File: src/rtl/imem_pkg.sv
// rtl/imem_pkg.sv - shared instruction-memory constants and loader state type
package imem_pkg;

    localparam int BYTES_PER_WORD = 4;
    localparam int INSTR_W        = 32;
    localparam int BYTE_W         = 8;

    typedef enum logic [1:0] {
        ST_IDLE  = 2'd0,
        ST_LOAD  = 2'd1,
        ST_WRITE = 2'd2,
        ST_DONE  = 2'd3
    } loader_state_t;

endpackage

File: src/rtl/word_byte_sel.sv
// rtl/word_byte_sel.sv - little-endian byte lane select from an instruction word
import imem_pkg::*;

module word_byte_sel (
    input  logic [INSTR_W-1:0] word,
    input  logic [1:0]         lane,
    output logic [BYTE_W-1:0]  sel_byte
);

    // Lane 0 is the least significant byte so fetch reassembles {M[a+3]..M[a]}
    always_comb begin
        sel_byte = word[BYTE_W-1:0];
        case (lane)
            2'd0: sel_byte = word[7:0];
            2'd1: sel_byte = word[15:8];
            2'd2: sel_byte = word[23:16];
            2'd3: sel_byte = word[31:24];
            default: sel_byte = word[7:0];
        endcase
    end

endmodule

File: src/rtl/imem_loader.sv
// rtl/imem_loader.sv - boot-time writer splitting stream words into byte writes
import imem_pkg::*;

module imem_loader #(
    parameter int MEM_BYTES = 32
) (
    input  logic               clk,
    input  logic               reset,
    input  logic               start,
    input  logic               word_valid,
    input  logic [INSTR_W-1:0] word_data,
    input  logic               word_last,
    output logic               word_ready,
    output logic               mem_we,
    output logic [INSTR_W-1:0] mem_addr,
    output logic [BYTE_W-1:0]  mem_wdata,
    output logic               cpu_hold,
    output logic               done,
    output logic               overflow
);

    localparam int AW = $clog2(MEM_BYTES);
    // One extra bit so the pointer can represent "one past the end"
    localparam int PW = AW + 1;

    loader_state_t      state, state_n;
    logic [PW-1:0]      ptr, ptr_n, ptr_next_word;
    logic [1:0]         lane, lane_n;
    logic [INSTR_W-1:0] word_q, word_n;
    logic               last_q, last_n;
    logic               ovf_q, ovf_n;
    logic [AW-1:0]      byte_addr;
    logic [BYTE_W-1:0]  lane_byte;

    assign ptr_next_word = ptr + PW'(BYTES_PER_WORD);
    assign byte_addr     = ptr[AW-1:0] + AW'(lane);

    word_byte_sel u_byte_sel (
        .word     (word_q),
        .lane     (lane),
        .sel_byte (lane_byte)
    );

    // State register; async reset drops straight back to IDLE from anywhere
    always_ff @(posedge clk or posedge reset) begin
        if (reset) begin
            state <= ST_IDLE;
        end else begin
            state <= state_n;
        end
    end

    // Datapath registers: word pointer, lane counter, captured word and flags
    always_ff @(posedge clk or posedge reset) begin
        if (reset) begin
            ptr    <= '0;
            lane   <= '0;
            word_q <= '0;
            last_q <= 1'b0;
            ovf_q  <= 1'b0;
        end else begin
            ptr    <= ptr_n;
            lane   <= lane_n;
            word_q <= word_n;
            last_q <= last_n;
            ovf_q  <= ovf_n;
        end
    end

    // Next-state and next-datapath logic
    always_comb begin
        state_n = state;
        ptr_n   = ptr;
        lane_n  = lane;
        word_n  = word_q;
        last_n  = last_q;
        ovf_n   = ovf_q;
        case (state)
            ST_IDLE: begin
                if (start) begin
                    state_n = ST_LOAD;
                    ptr_n   = '0;
                    ovf_n   = 1'b0;
                end
            end
            ST_LOAD: begin
                // word_ready is 1 throughout LOAD, so valid alone completes the handshake
                if (word_valid) begin
                    word_n  = word_data;
                    last_n  = word_last;
                    lane_n  = 2'd0;
                    state_n = ST_WRITE;
                end
            end
            ST_WRITE: begin
                lane_n = lane + 2'd1;
                if (lane == 2'd3) begin
                    ptr_n = ptr_next_word;
                    // A last word that fills the final slot is a clean finish, not an overflow
                    if (last_q) begin
                        state_n = ST_DONE;
                    end else if (ptr_next_word == PW'(MEM_BYTES)) begin
                        state_n = ST_DONE;
                        ovf_n   = 1'b1;
                    end else begin
                        state_n = ST_LOAD;
                    end
                end
            end
            ST_DONE: begin
                if (start) begin
                    state_n = ST_LOAD;
                    ptr_n   = '0;
                    ovf_n   = 1'b0;
                end
            end
            default: begin
                state_n = ST_IDLE;
            end
        endcase
    end

    // Outputs decode registered state only; address/data forced to 0 outside WRITE
    always_comb begin
        word_ready = (state == ST_LOAD);
        mem_we     = (state == ST_WRITE);
        done       = (state == ST_DONE);
        cpu_hold   = (state != ST_DONE);
        overflow   = ovf_q;
        mem_addr   = '0;
        mem_wdata  = '0;
        if (state == ST_WRITE) begin
            mem_addr  = {{(INSTR_W-AW){1'b0}}, byte_addr};
            mem_wdata = lane_byte;
        end
    end

endmodule
File: config.mk
export PLATFORM = sky130hd
export DESIGN_NAME = imem_loader
export DESIGN_NICKNAME = d
export VERILOG_FILES = /design/src/rtl/imem_pkg.sv /design/src/rtl/word_byte_sel.sv /design/src/rtl/imem_loader.sv
export SDC_FILE = /design/constraint.sdc
export NUM_CORES = 1
export LEC_CHECK = 0
export BUFFER_PORTS_ARGS = -buffer_cell sky130_fd_sc_hd__buf_2
export CAP_MARGIN = 20
export CORE_UTILIZATION = 50
export CTS_CLUSTER_DIAMETER = 150
export DETAILED_ROUTE_END_ITERATION = 8
export MAX_ROUTING_LAYER = met4
export PLACE_DENSITY = 0.8
export SYNTH_ARGS = -nofsm -noshare
export SYNTH_HDL_FRONTEND = slang
export SYNTH_SLANG_ARGS = --single-unit
File: constraint.sdc
create_clock -name clk -period 2.1 [get_ports clk]
set_input_delay 0.42 -clock clk [delete_from_list [all_inputs] [get_ports clk]]
set_output_delay 0.42 -clock clk [all_outputs]
set_load 0.1 [all_outputs]
# --- Word level (Yosys, flattened, before mapping) ---
# Index checks and enable logic that the tools add are counted.
word_totals:
  out_inout_bits: 45
  ff_bits: 44
  elab_cells: 51
  input_bits: 37
classes:
  n_reduce_logical: 10
  muxes: 19
  add_sub_neg: 3
  n_eq_ne: 13
op_table:
  columns: ["cell", "n"]
  rows:
  - ["$pmux 8 s4", 1]
  - ["$mux 2", 6]
  - ["$mux 6", 2]
  - ["$pmux 6 s2", 1]
  - ["$eq 2x2->1 const B", 4]
  - ["$mux 8", 1]
  - ["$add 6x3->6 const B", 1]
  - ["$eq 6x6->1 const B", 1]
  - ["$ne 2x1->1 const B", 3]
  - ["$ne 2x2->1 const B", 3]
  - ["$pmux 2 s3", 1]
  - ["$reduce_and 3->1", 2]
  - ["$add 5x2->5", 1]
  - ["$mux 5", 1]
  - ["$reduce_and 5->1", 1]
  - ["$eq 2x1->1 const B", 2]
  - ["$logic_not 2->1", 2]
  - ["$mux 1", 4]
  - ["$pmux 2 s2", 1]
  - ["$reduce_and 2->1", 2]
  - ["$reduce_bool 2->1", 2]
  - ["$add 2x1->2 const B", 1]
  - ["$pmux 1 s2", 1]
  - ["$reduce_or 2->1", 1]

# --- Depth between registers and ports, before layout ---
# Gate-level depths: netlist (run 1).
logic_depth:
  word_depth: 6
  mapped_depth: 7
  depth_no_buf: 6

# --- Hierarchy ---
# Synthesis (run 1) repeated with hierarchy kept, for this count alone.
hier_totals:
  hier_cells: 178
  area_unflattened_um2: 2273.4
modules_own_cells:
  columns: ["module", "area_each_um2", "cells_each", "seq_area_each_um2", "n_inst"]
  rows:
  - ["imem_loader", 2077.0, 168, 1051.0, 1]
  - ["word_byte_sel", 196.4, 10, 0.0, 1]

# --- Least setup slack after synthesis (run 1) ---
# No wires, ideal clock.
synth_timing:
  kind: "register -> output"
  startpoint: "register state[0]"
  endpoint: "output port mem_addr[2]"
  arrival_ns: 3.092
  stages_incl_launch_ff: 6
  slack_ns: -1.412
  required_time_ns: 1.680
  n_path_buf: 1
  cell_sequence: "dfrtp_1 inv_1 ha_1 inv_1 clkbuf_1 nor2_1"
synth_via:
  elab_chain_cells: 2
synth_lines:
  columns: ["item", "line", "rtl"]
  rows:
  - ["start, declared", "imem_loader.sv:26", "loader_state_t state, state_n;"]
  - ["start signal, assigned", "imem_loader.sv:49", "state <= state_n;"]
  - ["$eq 2x2->1", null, null]
  - ["via mem_we", "imem_loader.sv:14", "output logic mem_we,"]
  - ["$mux 5", "imem_loader.sv:132", "if (state == ST_WRITE) begin"]
  - ["end, declared", "imem_loader.sv:15", "output logic [INSTR_W-1:0] mem_addr,"]
# The timed path passes the listed nets, and every way through them passes these cells.

# --- Worst setup path in the final report (run 1) ---
layout_timing:
  startpoint: "register lane[0]"
  endpoint: "output port mem_wdata[1]"
layout_via:
  elab_chain_cells: 3
  elab_cells_between_ends: 6
  classes_between: "3 x eq/ne; 2 x mux; 1 x reduce/logical"
layout_lines:
  columns: ["item", "line", "rtl"]
  rows:
  - ["start, declared", "imem_loader.sv:28", "logic [1:0] lane, lane_n;"]
  - ["start signal, assigned", "imem_loader.sv:63", "lane <= lane_n;"]
  - ["$eq 2x2->1, or another cell as far along", "word_byte_sel.sv:13", "case (lane)"]
  - ["$pmux 8 s4 (*)", "word_byte_sel.sv:13", null]
  - ["$mux 8 (*)", "imem_loader.sv:132", null]
  - ["end, declared", "imem_loader.sv:16", "output logic [BYTE_W-1:0] mem_wdata,"]
# Mark *: on every way between the ends. The rest lies on a longest branch, timed or not.

==> reports/metrics.yaml, run 1 <==
synth_edf_count: 0
start_util_pct: 53.0
grt_usage_pct: 21.3
core_um2: 4410
timing.slew.headroom_pct: 64.8
endpoint_kind: "output pin"
power.density_nw_per_um2: 1720
regToRegSetupSlack_ps: 360
rows: 24
vias_per_cell: 5.31
die_width_um: 70.4
nets: 328
skew_ps: 10.1
cts_root_buf: "clkbuf_8"
ys_top_cells_by_area: "dfrtp_1, mux2_2, buf_4"
place_ws_ps: -144
maxSlewViolCount: 0
clk_pin_slew_ps: 90
io_pins: 82
cpPeakStageDelay_ps: 450
ant_nets: 0
insertion_delay_ps: 300
routed_wl_um: 5000
synth_most_common_cell: "dfrtp_1"
syn_inst: 218
cp-start-kind: "flop"
rr_endpoint: "overflow"
port_buffers: 54
cap_viol_max_count: 0
cts-buffers-inserted: 5
synth.distinct_cells: 33
switching_share_pct: 49.8
cts_tree: "built"
area_growth_pct: 32.9
rsz0062_at_grt: "yes"
final_area_um2: 3110
hpwl_um: 3290
clockPowerShare_pct: 10.1
cts.path.max_buffers: 2
total_power_mw: 5.35
max_freq_mhz: 423
nFillCells: 325
synth_top_area_share_pct: 44.9
yosysWarnings: 0
critPathKind: "reg2out"
reg2reg_depth: 8
drc_errors: 0
p_switching_mw: 2.67
synth_area_um2: 2340
synth.avg_cell_area_um2: 10.7
fin_util_pct: 70.5
synth-seq-cells: 42
postCtsHoldBufs: 0
hold_violations: 0
grt_remaining_overflow: 0
ir_worst_vdd_mv: 0.870
die_h_um: 70.4
n_antenna_cell: 0
placed_area_um2: 2750
comb_power_share_pct: 62.0
htreeDepth: 2
cp_max_fo: 9
ys.flop_type: "dfrtp_1"
hp-class: "in2async"
timing.final.ws_setup_ps: -266
setup_viol: 8
cts_num_sinks: 42
seq_area_frac_synth_pct: 44.9
worstMarginPinSlew_ps: 529
die_area_um2: 4960
crit_slowest_cell: "a222oi_1"
drtIter0Drc: 124
antenna_found_initial: 0
p_int_mw: 2.68
synth_top_cell_by_area: "dfrtp_1"
firstDrtPassIters: 4
fin_crit_sh_pct: 113
r2r_start: "lane[0]"
routabilityCongestion: 0.832
grt_max_degree: 43
wl_per_cell_um: 15.0
p_leak_nw: 1.39
num_vias: 1772
period_needed_ps: 2370
arrival_ps: 1950
drive_above_1_share_pct: 50.4
outcome: "complete, but fails checks"
tns_ps: -1790
critPathRequiredTime_ps: 1680
grt_pass1_wl_um: 7950
seqPwrFrac_pct: 27.9
crit_chain: "buf_6, ha_4, a222oi_1, nor2_1, a21oi_2, nor2_4, buf_12"
violations: "setup timing"
grt_pass1_vias: 1663
synthTopCellsByCount: "dfrtp_1, mux2_2, buf_4, nor2_1, nand2_1"
synth-async-reset-ratio_pct: 100
[worst max-delay path by stage]
stage                   from      endpoint  slack (ps)  cells past startpoint
floorplan           state[0]   mem_addr[0]        -160                      5
global placement     lane[0]  mem_wdata[1]        -150                      6
detailed placement   lane[0]  mem_wdata[1]        -140                      6
CTS                  lane[0]  mem_wdata[1]        -230                      7
global route         lane[0]  mem_wdata[1]        -350                      7
finish               lane[0]  mem_wdata[1]        -270                      7
[cells in the final DEF (no fill, tap or decap), types with 2 or more instances in the layout]
cell type and count:
nand2b_1 3, nor2_4 12, mux2i_1 2, o21ai_0 5, buf_2 41, buf_6 2
nor2_1 8, a22o_1 2, conb_1 28, ha_2 3, buf_12 13, a21oi_2 8
a222oi_1 8, o22ai_1 2, ha_4 4, nor3_1 2, inv_1 10, nand2_1 13
dfrtp_1 41, mux2_2 33, a21oi_1 2, clkbuf_8 5, buf_4 11, ha_1 3
xnor2_1 2
[logic make-up (layout without fill, tap and decap cells)]
kind of cell	count (synthesis)	after routing	share of synthesized area, %
buffers and inverters	50	87	12.7
and+or+nand+nor	43	43	7.86
DFF	42	42	44.9
AOI/OAI and AO/OA	35	35	11.5
muxes	35	35	16.7
adders and majority gates	10	10	5.34
xor gates and xnor gates	2	2	0.748
other	1	28	0.160
[area by class of cell]
type / count / area [µm²] / area share [%]
clock inverter: 3 / 25.0 / 0.805
sequential: 42 / 1050 / 33.8
inverter: 11 / 41.3 / 1.33
timing repair buffer: 68 / 586 / 18.8
multi-input combinational: 153 / 1270 / 40.9
clock buffer: 5 / 68.8 / 2.21
tap: 52 / 65.1 / 2.09
[flip-flops by register name (all words and copies together) (netlist names)]
| register | count |
|---|---|
| word_q | 32 |
| ptr | 4 |
| lane | 2 |
| state | 2 |
| last_q | 1 |
| overflow | 1 |
[metrics by stage]
step                instances  hold WS [ps]
floorplan                 245           478
global placement          320           488
detailed placement        320           493
CTS                       330           266
global route              334           295
finish                    334           250
[what timing repair did]
item | CTS | global route
endpoints found under the hold margin | 0 | 0
endpoints found under the setup margin | 10 | 13
resized for setup | 57 | 3
pin swaps | 9 | 2
setup buffers | 2 | 4
[worst max-delay path, delay by kind of cell (launching register included)]
family / cells / cell delay, ps
compound gates: 2 / 620
fa+ha+maj: 1 / 190
buf+inv: 2 / 300
flops: 1 / 400
simple gates: 2 / 150
[power by group through the flow]
stage	sequential [mW]	clock, mW	combinational (mW)
after floorplan	1.43	0	2.42
after global placement	1.45	0	2.83
after detailed placement	1.47	0	2.87
after CTS	1.47	0.552	3.23
after global routing	1.53	0.581	3.50
final	1.49	0.541	3.32
[routing by layer]
metal  GRT usage (%)  up-vias  part of all wire (%)  wire [µm]
met4            7.78        0                   1.8         92
met5               -        -                     0          0
li1                -      826                     -          -
met1            27.6      860                    44       2210
met2            33.5       75                    49       2440
met3            3.75       11                   5.0        251
(Power assumes the default switching activity.)
==> run 2: changes to the inputs <==
--- a/config.mk
+++ b/config.mk
@@ -9,5 +9,4 @@
 export CAP_MARGIN = 20
 export CORE_UTILIZATION = 50
-export CTS_CLUSTER_DIAMETER = 150
 export DETAILED_ROUTE_END_ITERATION = 8
 export MAX_ROUTING_LAYER = met4
==> constraint.sdc (replaced) <==
create_clock -name clk -period 2.1 [get_ports clk]
set_input_delay 0.105 -clock clk [delete_from_list [all_inputs] [get_ports clk]]
set_output_delay 0.105 -clock clk [all_outputs]
set_load 0.1 [all_outputs]
==> reports/metrics.yaml, run 2 (synthesized netlist as in run 1, its figures left out) <==
critPathKind: "reg2out"  # unchanged
grt_pass1_wl_um: 8180  # was 7950 µm
final_common_cell: "buf_2"
num_vias: 1747  # was 1772
fin_util_pct: 69.2  # was 70.5%
hp-class: "in2reg"  # was in2async
hold_path_end: "word_q[0]"
dp_cells: 320  # unchanged
cp_max_fo: 8  # was 9
routabilityCongestion: 0.819  # was 0.832
hold_ws_ps: 23.8  # was 250 ps
ant_nets: 0  # unchanged
rows: 24  # unchanged
reg2reg_depth: 7  # was 8
drive_above_1_share_pct: 50.4  # about the same
worstHoldStart: "word_data[0]"
largest_register_ffs: 32  # unchanged
outcome: "finished, final reports clean"  # was complete, but fails checks
ir_worst_vdd_mv: 0.958  # was 0.870 mV
timing.slew.headroom_pct: 64.8  # about the same
htreeDepth: 2  # unchanged
final_cell_mix: "buf_2, dfrtp_1, mux2_2, conb_1, nand2_1"  # was buf_2, dfrtp_1, mux2_2, conb_1
cp-start-kind: "flop"  # unchanged
firstDrtPassIters: 4  # unchanged
drtIter0Drc: 151  # was 124
holdPathStages: 2
skew_ps: 5.59  # was 10.1 ps
hold_violations: 0  # unchanged
nFillCells: 339  # was 325
maxSlewViolCount: 0  # unchanged
cts_tree: "built"  # unchanged
period_needed_ps: 2080  # was 2370 ps
grt_pass1_vias: 1718  # was 1663
regToRegSetupSlack_ps: 330  # was 360 ps
die_area_um2: 4960  # unchanged
r2r_start: "lane[1]"  # was lane[0]
layoutNonFillerInstCount: 332  # was 334
critPathRequiredTime_ps: 2000  # was 1680 ps
grt_remaining_overflow: 0  # unchanged
fin_crit_sh_pct: 99.1  # was 113%
core_um2: 4410  # unchanged
vias_per_cell: 5.26  # was 5.31
worstMarginPinSlew_ps: 528  # was 529 ps
hpwl_um: 3560  # was 3290 µm
wl_per_cell_um: 15.0  # about the same
routed_wl_um: 4970  # was 5000 µm
area_growth_pct: 30.6  # was 32.9%
top_register: "word_q"  # unchanged
drc_errors: 0  # unchanged
port_buffers: 54  # unchanged
insertion_delay_ps: 300  # about the same
antenna_found_initial: 0  # unchanged
p_leak_nw: 1.37  # was 1.39 nW
cts.path.max_buffers: 2  # unchanged
cts_num_sinks: 42  # unchanged
nets: 326  # was 328
start_util_pct: 53.0  # unchanged
rr_endpoint: "overflow"  # unchanged
cts_root_buf: "clkbuf_8"  # unchanged
n_antenna_cell: 0  # unchanged
cap_viol_max_count: 0  # unchanged
arrival_ps: 1980  # was 1950 ps
top_regs: "word_q (32), ptr (4)"  # unchanged
clk_pin_slew_ps: 90  # about the same
die_h_um: 70.4  # unchanged
io_pins: 82  # unchanged
max_freq_mhz: 481  # was 423 MHz
die_width_um: 70.4  # unchanged
cts-buffers-inserted: 5  # unchanged
grt_usage_pct: 22.1  # was 21.3%
grt_max_degree: 43  # unchanged
setup_viol: 0  # was 8
power.density_nw_per_um2: 1740  # was 1720 nW/µm²
endpoint_kind: "output pin"  # unchanged
rsz0062_at_grt: "yes"  # unchanged
==> run 2: power breakdown <==
group / switching, mW / internal [mW] / total [mW]
Clock: 0.293 / 0.356 / 0.649
Sequential: 0.307 / 1.20 / 1.51
Combinational: 2.02 / 1.15 / 3.17
Total: 2.62 / 2.71 / 5.32
==> run 2: area by class of cell <==
cell class              instances  area, µm²  share of cell area (%)
clock buffers                   5       68.8                    2.25
clock inverters                 3       43.8                    1.43
inverters                      11       41.3                    1.35
multi-input cells             153       1270                    41.5
flip-flops and latches         42       1050                    34.5
well taps                      52       65.1                    2.13
repair buffers                 66        515                    16.9
==> run 2: timing repair <==
item | CTS | global route
hold endpoints to repair | 42 | 0
setup endpoints to repair | 8 | 9
pin swaps | 3 | 10
setup buffers | 0 | 3
gates resized for setup | 16 | 37
hold buffers | 1 | 0
==> run 2: worst max-delay path, stage by stage (launching register included) <==
cell	delay [ps]
dfrtp_2	450
inv_2	80
ha_4	190
a222oi_1	440
nor2_1	120
a21oi_2	170
nor2_4	60
buf_12	160
==> run 2: per-layer routing <==
layer / GRT usage (%) / vias to the layer above / part of all wire [%]
met5: - / - / 0
met4: 10.9 / 0 / 2.7
met2: 35.8 / 68 / 51
li1: - / 818 / -
met3: 4.04 / 11 / 5.0
met1: 26.5 / 850 / 42
==> run 2: metrics by stage <==
stage / setup TNS [ps] / power (mW) / instance area [µm²] / setup slack (ps)
2_1_floorplan: 0 / 3.81 / 2540 / 0.475
3_3_place_gp: 0 / 4.23 / 2720 / 207
3_5_place_dp: 0 / 4.33 / 2720 / 124
4_1_cts: 0 / 5.06 / 2890 / 9.34
5_1_grt: -236 / 5.62 / 3060 / -97.8
6_report: 0 / 5.32 / 3060 / 19.2
==> run 2: how the worst max path moves through the flow <==
stage,startpoint,endpoint,slack [ps],cells after the start
after CTS,lane[0],mem_wdata[7],9,7
after detailed placement,lane[1],mem_wdata[4],120,6
after floorplan,state[0],mem_addr[0],0.5,5
after global placement,lane[0],mem_wdata[7],210,7
after global routing,lane[1],mem_wdata[7],-100,7
final,lane[1],mem_wdata[7],20,7
==> run 3: changes to the inputs <==
- CORE_UTILIZATION: 50 -> 45
- MAX_ROUTING_LAYER: met4 -> not set
- PLACE_DENSITY: 0.8 -> 0.74
- SYNTH_HIERARCHICAL: not set -> 1
==> reports/metrics.yaml, run 3 <==
outcome: "finished, final reports clean"  # unchanged
syn_inst: 178  # was 218
ant_nets: 0  # unchanged
hp-class: "in2reg"  # unchanged
final_common_cell: "buf_2"  # unchanged
cts_num_sinks: 42  # unchanged
routed_wl_um: 3840  # was 4970 µm
synth_top_area_share_pct: 46.2  # was 44.9%
maxSlewViolCount: 0  # unchanged
holdPathStages: 2  # unchanged
grt_remaining_overflow: 0  # unchanged
top_regs: "word_q (32), ptr (4)"  # unchanged
cts_tree: "built"  # unchanged
ir_worst_vdd_mv: 1.29  # was 0.958 mV
ys_top_cells_by_area: "dfrtp_1, mux2_2, buf_4"  # unchanged
die_area_um2: 5340  # was 4960 µm²
drc_errors: 0  # unchanged
tns_ps: 0  # unchanged
area_growth_pct: 16.3  # was 30.6%
num_vias: 1447  # was 1747
worstMarginPinSlew_ps: 521  # was 528 ps
crit_chain: "inv_1, ha_2, and2_2, buf_2"  # was inv_2, ha_4, a222oi_1, nor2_1, a21oi_2, nor2_4, buf_12
endpoint_kind: "output pin"  # unchanged
arrival_ps: 1860  # was 1980 ps
cts-buffers-inserted: 5  # unchanged
switching_share_pct: 47.4  # was 49.2%
critPathRequiredTime_ps: 2000  # about the same
die_h_um: 73.1  # was 70.4 µm
synth.avg_cell_area_um2: 12.8  # was 10.7 µm²
timing.slew.headroom_pct: 65.3  # was 64.8%
grt_pass1_vias: 1398  # was 1718
cp_max_fo: 22  # was 8
cap_viol_max_count: 0  # unchanged
path_depth: 4  # was 7
clk_pin_slew_ps: 80  # was 90 ps
p_switching_mw: 2.22  # was 2.62 mW
cp-start-kind: "flop"  # unchanged
seq_area_frac_synth_pct: 46.2  # was 44.9%
cts_resized: 0  # was 16
p_int_mw: 2.46  # was 2.71 mW
drtIter0Drc: 54  # was 151
hold_violations: 0  # unchanged
critPathKind: "reg2out"  # unchanged
clockPowerShare_pct: 14.2  # was 12.2%
critPathTopFamily: "buffers and inverters"  # was compound AO/OA/AOI/OAI gates
synth_edf_count: 0  # unchanged
setup_viol: 0  # unchanged
final_area_um2: 2650  # was 3060 µm²
skew_ps: 3.94  # was 5.59 ps
io_pins: 82  # unchanged
nets: 278  # was 326
drive_above_1_share_pct: 48.9  # was 50.4%
synth-async-reset-ratio_pct: 100  # unchanged
rows: 25  # was 24
cp_num_buf_inv: 2  # unchanged
top_register: "word_q"  # unchanged
yosysWarnings: 6  # was 0
rr_endpoint: "overflow"  # unchanged
synth_top_cell_by_area: "dfrtp_1"  # unchanged
port_buffers: 54  # unchanged
final_cell_mix: "buf_2, dfrtp_1, mux2_2, conb_1, and2_2"  # was buf_2, dfrtp_1, mux2_2, conb_1, nand2_1
wl_per_cell_um: 12.6  # was 15.0 µm
core_um2: 4790  # was 4410 µm²
synthTopCellsByCount: "dfrtp_1, buf_4, mux2_2, and2_1, mux4_2"  # was dfrtp_1, mux2_2, buf_4, nor2_1, nand2_1
n_antenna_cell: 0  # unchanged
reg2reg_depth: 5  # was 7
hpwl_um: 2790  # was 3560 µm
largest_register_ffs: 32  # unchanged
synth.distinct_cells: 33  # unchanged
r2r_start: "lane[1]"  # unchanged
worstHoldStart: "word_data[17]"  # was word_data[0]
power.density_nw_per_um2: 1770  # was 1740 nW/µm²
cpPeakStageDelay_ps: 420  # was 450 ps
antenna_found_initial: 0  # unchanged
crit_slowest_cell: "dfrtp_1"  # was dfrtp_2
vias_per_cell: 4.76  # was 5.26
fin_crit_sh_pct: 93.4  # was 99.1%
cts.path.max_buffers: 2  # unchanged
synth_area_um2: 2270  # was 2340 µm²
p_leak_nw: 1.28  # was 1.37 nW
firstDrtPassIters: 3  # was 4
placed_area_um2: 2520  # was 2720 µm²
routabilityCongestion: 0.775  # was 0.819
comb_power_share_pct: 54.9  # was 59.5%
grt_pass1_wl_um: 6420  # was 8180 µm
insertion_delay_ps: 300  # about the same
die_width_um: 73.1  # was 70.4 µm
cts_setup_buffers: 0  # unchanged
rsz0062_at_grt: "no"  # was yes
nFillCells: 410  # was 339
period_needed_ps: 1960  # was 2080 ps
start_util_pct: 47.5  # was 53.0%
htreeDepth: 2  # unchanged
hold_ws_ps: 14.3  # was 23.8 ps
grt_usage_pct: 16.0  # was 22.1%
synth-seq-cells: 42  # unchanged
max_freq_mhz: 510  # was 481 MHz
seqPwrFrac_pct: 30.9  # was 28.3%
regToRegSetupSlack_ps: 380  # was 330 ps
synth_most_common_cell: "dfrtp_1"  # unchanged
hold_path_end: "word_q[17]"  # was word_q[0]
cts_root_buf: "clkbuf_8"  # unchanged
ys.flop_type: "dfrtp_1"  # unchanged
grt_max_degree: 43  # unchanged
run 3: worst max-delay path by stage:
stage	startpoint	to	slack, ps
after floorplan	state[0]	mem_addr[3]	50
after global placement	lane[1]	overflow	380
after detailed placement	lane[1]	overflow	380
after CTS	state[0]	mem_wdata[4]	120
after global routing	state[0]	mem_wdata[5]	50
final	state[0]	mem_wdata[4]	140
run 3: cell type report:
cell class	instances	area (µm²)	share of cell area [%]
clock buffer	5	68.8	2.60
sequential	42	1050	39.7
clock inverter	3	48.8	1.84
timing repair buffer	59	323	12.2
multi-input combinational	121	1040	39.5
tap	67	83.8	3.17
inverter	7	26.3	0.993
run 3: power by group through the flow:
stage          clock, mW  combinational, mW  sequential [mW]
3_3_place_gp           0               2.54             1.44
5_1_grt            0.713               2.74             1.50
4_1_cts            0.679               2.59             1.45
2_1_floorplan          0               2.27             1.45
6_report           0.663               2.57             1.44
3_5_place_dp           0               2.59             1.47
run 3: worst register-to-register path, cell delays in order, from the launching register on:
cell and delay, ps:
dfrtp_1 650, ha_1 260, nand2b_1 130, nand3b_1 200, a21oi_1 220, mux2i_1 200
run 3: layer usage:
metal	GRT usage (%)	wire length [µm]
met1	21.4	1720
met2	25.7	1860
met3	3.45	204
met4	5.88	53
met5	0	0
run 3: per-stage QoR:
step	setup slack, ps	util (%)	cells	power [mW]
2_1_floorplan	51.8	-	204	3.72
3_3_place_gp	379	52.6	295	3.98
3_5_place_dp	384	52.6	295	4.05
4_1_cts	123	55.3	304	4.72
5_1_grt	47.4	55.3	304	4.96
6_report	139	55.3	304	4.68
run 3: cells by family (layout without fill, tap and decap cells):
| kind of cell | count (synthesis) | count (layout) | share of synthesized area (%) |
|---|---|---|---|
| AOI/OAI and AO/OA | 12 | 12 | 3.58 |
| adders and majority gates | 5 | 5 | 2.75 |
| DFF | 42 | 42 | 46.2 |
| and+or+nand+nor | 33 | 33 | 8.70 |
| other | 1 | 27 | 0.165 |
| buffers and inverters | 41 | 74 | 12.9 |
| muxes | 44 | 44 | 25.6 |
run 3: repair_timing:
| item | in CTS | in global routing |
|---|---|---|
| hold buffers | 1 | 0 |
| setup endpoints to repair | 0 | 0 |
| endpoints found under the hold margin | 42 | 0 |
